<file path="config.mk">
export PLATFORM = sky130hd
export DESIGN_NAME = selector_rom_arbiter
export DESIGN_NICKNAME = d
export VERILOG_FILES = /design/src/rtl/selector_pkg.sv /design/src/rtl/lat_pipe.sv /design/src/rtl/selector_rom_arbiter.sv
export SDC_FILE = /design/constraint.sdc
export NUM_CORES = 1
export LEC_CHECK = 0
export CAP_MARGIN = 5
export CORE_UTILIZATION = 37
export CTS_CLUSTER_DIAMETER = 80
export DETAILED_ROUTE_END_ITERATION = 8
export MAX_ROUTING_LAYER = met4
export PLACE_DENSITY = 0.75
export SYNTH_ARGS = -nofsm -noshare
export SYNTH_HDL_FRONTEND = slang
export SYNTH_HIERARCHICAL = 1
export SYNTH_SLANG_ARGS = --single-unit
</file>
<file path="constraint.sdc">
create_clock -name vga_clk -period 1.6 [get_ports vga_clk]
set_input_delay 0.4 -clock vga_clk [delete_from_list [all_inputs] [get_ports vga_clk]]
set_output_delay 0.4 -clock vga_clk [all_outputs]
set_load 0.05 [all_outputs]
</file>
<file path="src/rtl/selector_pkg.sv">
// Shared types and defaults for the selector sprite ROM arbiter.
package selector_pkg;

    localparam int DEF_ADDR_W = 8;
    localparam int DEF_DATA_W = 4;
    // Wide enough to hold the largest legal ROM latency (4)
    localparam int LAT_CNT_W  = 3;

    typedef enum logic [1:0] {
        ARB_IDLE   = 2'd0,
        ARB_WAIT   = 2'd1,
        ARB_FLIGHT = 2'd2,
        ARB_RESP   = 2'd3
    } arb_state_t;

endpackage

</file>
<file path="src/rtl/lat_pipe.sv">
// DEPTH-deep single-bit valid shift register with synchronous active-low clear.
module lat_pipe #(
    parameter int DEPTH = 1
) (
    input  logic clk_i,
    input  logic rst_ni,
    input  logic d_i,
    output logic q_o
);

    logic [DEPTH-1:0] sr_q;

    // Shift the request bit toward the tail once per clock
    always_ff @(posedge clk_i) begin
        if (!rst_ni) begin
            sr_q <= {DEPTH{1'b0}};
        end else begin
            sr_q[0] <= d_i;
            for (int i = 1; i < DEPTH; i++) begin
                sr_q[i] <= sr_q[i-1];
            end
        end
    end

    assign q_o = sr_q[DEPTH-1];

endmodule

</file>
<file path="src/rtl/selector_rom_arbiter.sv">
// Shares the selector ROM read port: display fetches always win, game-logic
// reads are slotted into cycles with no display fetch.
module selector_rom_arbiter
    import selector_pkg::*;
#(
    parameter int ADDR_W  = DEF_ADDR_W,
    parameter int DATA_W  = DEF_DATA_W,
    parameter int ROM_LAT = 1
) (
    input  logic              vga_clk,
    input  logic              reset_n,
    input  logic              pix_req,
    input  logic [ADDR_W-1:0] pix_addr,
    output logic              pix_valid,
    output logic [DATA_W-1:0] pix_q,
    input  logic              cpu_req,
    input  logic [ADDR_W-1:0] cpu_addr,
    output logic              cpu_ready,
    output logic              cpu_rvalid,
    output logic [DATA_W-1:0] cpu_rdata,
    input  logic              cpu_rready,
    output logic [ADDR_W-1:0] rom_address,
    input  logic [DATA_W-1:0] rom_q
);

    localparam logic [LAT_CNT_W-1:0] ROM_LAT_CNT = LAT_CNT_W'(ROM_LAT);
    localparam logic [LAT_CNT_W-1:0] CNT_ONE     = LAT_CNT_W'(1);

    arb_state_t           state_q;
    logic [ADDR_W-1:0]    addr_q;
    logic [LAT_CNT_W-1:0] cnt_q;
    logic [DATA_W-1:0]    rdata_q;
    logic                 rvalid_q;
    logic                 ready_q;
    logic                 accept_s;
    logic                 grant_s;

    assign accept_s = (state_q == ARB_IDLE) && ready_q && cpu_req;
    assign grant_s  = (state_q == ARB_WAIT) && !pix_req;

    // When nobody is granted the port simply follows the display address
    assign rom_address = grant_s ? addr_q : pix_addr;

    // Logic-side request FSM; rdata is captured on the last FLIGHT cycle,
    // when rom_q still holds the word addressed at grant time
    always_ff @(posedge vga_clk) begin
        if (!reset_n) begin
            state_q  <= ARB_IDLE;
            addr_q   <= {ADDR_W{1'b0}};
            cnt_q    <= {LAT_CNT_W{1'b0}};
            rdata_q  <= {DATA_W{1'b0}};
            rvalid_q <= 1'b0;
            ready_q  <= 1'b0;
        end else begin
            ready_q <= (state_q == ARB_IDLE) && !accept_s;
            case (state_q)
                ARB_IDLE: begin
                    if (accept_s) begin
                        addr_q  <= cpu_addr;
                        state_q <= ARB_WAIT;
                    end
                end
                ARB_WAIT: begin
                    if (grant_s) begin
                        cnt_q   <= ROM_LAT_CNT;
                        state_q <= ARB_FLIGHT;
                    end
                end
                ARB_FLIGHT: begin
                    cnt_q <= cnt_q - CNT_ONE;
                    if (cnt_q == CNT_ONE) begin
                        rdata_q  <= rom_q;
                        rvalid_q <= 1'b1;
                        state_q  <= ARB_RESP;
                    end
                end
                ARB_RESP: begin
                    if (cpu_rready) begin
                        rvalid_q <= 1'b0;
                        state_q  <= ARB_IDLE;
                    end
                end
                default: begin
                    rvalid_q <= 1'b0;
                    state_q  <= ARB_IDLE;
                end
            endcase
        end
    end

    assign cpu_ready  = ready_q;
    assign cpu_rvalid = rvalid_q;
    assign cpu_rdata  = rdata_q;
    assign pix_q      = rom_q;

    lat_pipe #(
        .DEPTH(ROM_LAT)
    ) u_pix_pipe (
        .clk_i (vga_clk),
        .rst_ni(reset_n),
        .d_i   (pix_req),
        .q_o   (pix_valid)
    );

endmodule

</file>
==> flow_metrics.env <==
export IMPL_synth_top_area_frac=0.406
export IMPL_dpl_hpwl_um=1700
export IMPL_grt_overflow=0
export IMPL_maxSlewViolCount=0
export IMPL_netlist_instances=107
export IMPL_rsz0062_at_grt="true"
export IMPL_status="finished, violations left"
export IMPL_fin_worst_skew_ns=0.00485
export IMPL_syn_avg_cell_area_um2=9.21
export IMPL_ys_seq_area_frac=0.406
export IMPL_io_pins=44
export IMPL_num_vias=903
export IMPL_finalNonFillerCells=190
export IMPL_fp_dieH_um=53.6
export IMPL_p_leak_nw=0.791
export IMPL_cp_data_required_time_ns=1.20
export IMPL_r2r_slack_ns=0.09
export IMPL_layout_drive_gt1_share=0.344
export IMPL_drtIter0Drc=8
export IMPL_p_per_area_mw_per_mm2=1290
export IMPL_num_rows=18
export IMPL_postRouteAntennaNets=0
export IMPL_track_usage=0.181
export IMPL_hold_slack_ns=0.493
export IMPL_post_synth_top_area_cell="dfxtp_1"
export IMPL_cts_hold_buf=0
export IMPL_place_inst=185
export IMPL_routed_wirelength_um=2250
export IMPL_setup_violations=8
export IMPL_worstHoldStart="cnt_q[2]$_SDFFE_PN0P_"
export IMPL_synth_area_um2=986
export IMPL_synth_fp_nets=138
export IMPL_period_needed_ns=1.89
export IMPL_viasPerCell=4.75
export IMPL_timing_fmax_mhz=529
export IMPL_hold_viol=0
export IMPL_firstDrtPassIters=3
export IMPL_cts_made_buffers=3
export IMPL_cts_tree="built"
export IMPL_initial_utilization=0.394
export IMPL_grt_pass1_wl_um=3620
export IMPL_wl_per_cell_um=11.8
export IMPL_cts_root_buf="clkbuf_4"
export IMPL_finalCritPeriodShare=1.18
export IMPL_drc=0
export IMPL_final_setup_worst_slack_ns=-0.290
export IMPL_path_class="reg -> out"
export IMPL_clk_latency_ns=0.29
export IMPL_cp_start_kind="register"
export IMPL_htreeDepth=1
export IMPL_finalSetupTns_ns=-2.25
export IMPL_place_congestion=0.796
export IMPL_die_w_um=53.6
export IMPL_cp_max_fo=8
export IMPL_grt_pass1_vias=867
export IMPL_failed_checks="setup timing"
export IMPL_clk_path_buf_depth=2
export IMPL_path_clk_slew_ns=0.11
export IMPL_antenna_found_initial=0
export IMPL_r2r_start="state_q[1]$_SDFFE_PN0P_"
export IMPL_clock_sinks=20
export IMPL_cap_violations=0
export IMPL_ys_ff_latch=20
export IMPL_worstHoldPathType="reg -> reg"
export IMPL_syn2layout_area_growth_pct=77.2
export IMPL_design_die_area_mm2=0.00288
export IMPL_yosysWarningCount=6
export IMPL_max_slew_margin=0.837
export IMPL_vdd_drop_max_v=0.00100
export IMPL_crit_start="state_q[1]$_SDFFE_PN0P_"
export IMPL_yosysUniqueCellTypes=25
export IMPL_worst_pin_slew_ns=0.243
export IMPL_crit_path_end_kind="output port"
export IMPL_synth_area_leaders="dfxtp_1 (41%), mux2_2 (9.1%), mux2i_1 (8.1%)"
export IMPL_arrival_ns=1.49
export IMPL_io_buffers=43
export IMPL_nets=192
export IMPL_grt_max_degree=13
export IMPL_diodes=0
export IMPL_placeableCoreArea_mm2=0.00250
[where the power goes]
group          switching, W  internal [W]
clock              0.000146      0.000253
sequential        0.0000654      0.000587
combinational      0.000581      0.000618
[critical path, stage by stage, from the launching register on]
cell,delay [ns]
dfxtp_2,0.35
inv_2,0.05
ha_4,0.16
nand2b_4,0.15
mux2_4,0.33
buf_8,0.15
[cells in the mapped netlist, drive strengths merged]
cell type and number:
a2bb2oi 1, o2111a 1, a311oi 1, mux2i 8
a21bo 1, mux2 8, buf 7, ha 6
nor2b 2, and2 1, and3b 1, clkbuf 1
o211a 1, nor2 12, inv 5, nand3 6
a21oi 6, o211ai 1, clkinv 1, nand2b 2
nand2 12, dfxtp 20, o31ai 1, o21ai 2
[routing by layer]
metal,track usage,share of wire
met3,0.0395,0.065
met2,0.308,0.49
met4,0.0921,0.016
met5,-,0
met1,0.197,0.43
[cell usage in the layout (no fill, tap or decap), drive strengths merged]
cell type / netlist / routed
a21bo: 1 / 1
a21oi: 6 / 6
a2bb2oi: 1 / 1
a311oi: 1 / 1
and2: 1 / 1
and3b: 1 / 1
buf: 7 / 33
bufinv: 0 / 1
clkbuf: 1 / 3
clkdlybuf4s50: 0 / 23
clkinv: 1 / 1
dfxtp: 20 / 20
dlygate4sd2: 0 / 1
ha: 6 / 6
inv: 5 / 5
mux2: 8 / 8
mux2i: 8 / 8
nand2: 12 / 12
nand2b: 2 / 2
nand3: 6 / 6
nor2: 12 / 12
nor2b: 2 / 2
o2111a: 1 / 1
o211a: 1 / 1
o211ai: 1 / 1
o21ai: 2 / 2
o31ai: 1 / 1
[metrics by stage]
step                      setup slack (ns)  area [µm²]   util  power (W)
after CTS                           -0.300        1730  0.694    0.00224
final                               -0.290        1750  0.699    0.00225
after floorplan                   0.000737        1020      -    0.00137
after global placement              -0.448        1630  0.653    0.00173
after detailed placement            -0.472        1630  0.653    0.00176
after global routing                -0.343        1750  0.699    0.00241
[layout make-up]
type / instances / area [µm²]
clock buffers: 3 / 22.5
clock inverters: 1 / 30.0
inverters: 6 / 22.5
repair buffers: 57 / 658
well taps: 30 / 37.5
fillers: 178 / 753
flip-flops and latches: 20 / 403
multi-input cells: 73 / 573
[state kept, by name, summed over array words and instances (netlist names)]
signal	count
u_pix_pipe/q_o	1
cpu_rdata	4
addr_q	8
cpu_rvalid	1
cnt_q	3
state_q	2
cpu_ready	1
[worst paths after layout]
kind                                  end  depth (start not counted)
hold reg to reg     cnt_q[2]$_SDFFE_PN0P_                          2
hold / removal      cnt_q[2]$_SDFFE_PN0P_                          2
setup / recovery           rom_address[5]                          5
setup reg to reg  state_q[0]$_SDFFE_PN0P_                          8
[cells by family after synthesis]
family                     Yosys count  synth area share
AOI/OAI and AO/OA                   15             0.107
and+or+nand+nor                     36             0.164
DFF                                 20             0.406
muxes                               16             0.173
buffers and inverters               14            0.0749
adders and majority gates            6            0.0761
[repair_timing]
item                       4_1_cts  5_1_grt
buffers inserted                 2        0
resized for setup               15        5
setup endpoints to repair        8       13
pin swaps                        0        1
(Power assumes the default switching activity.)
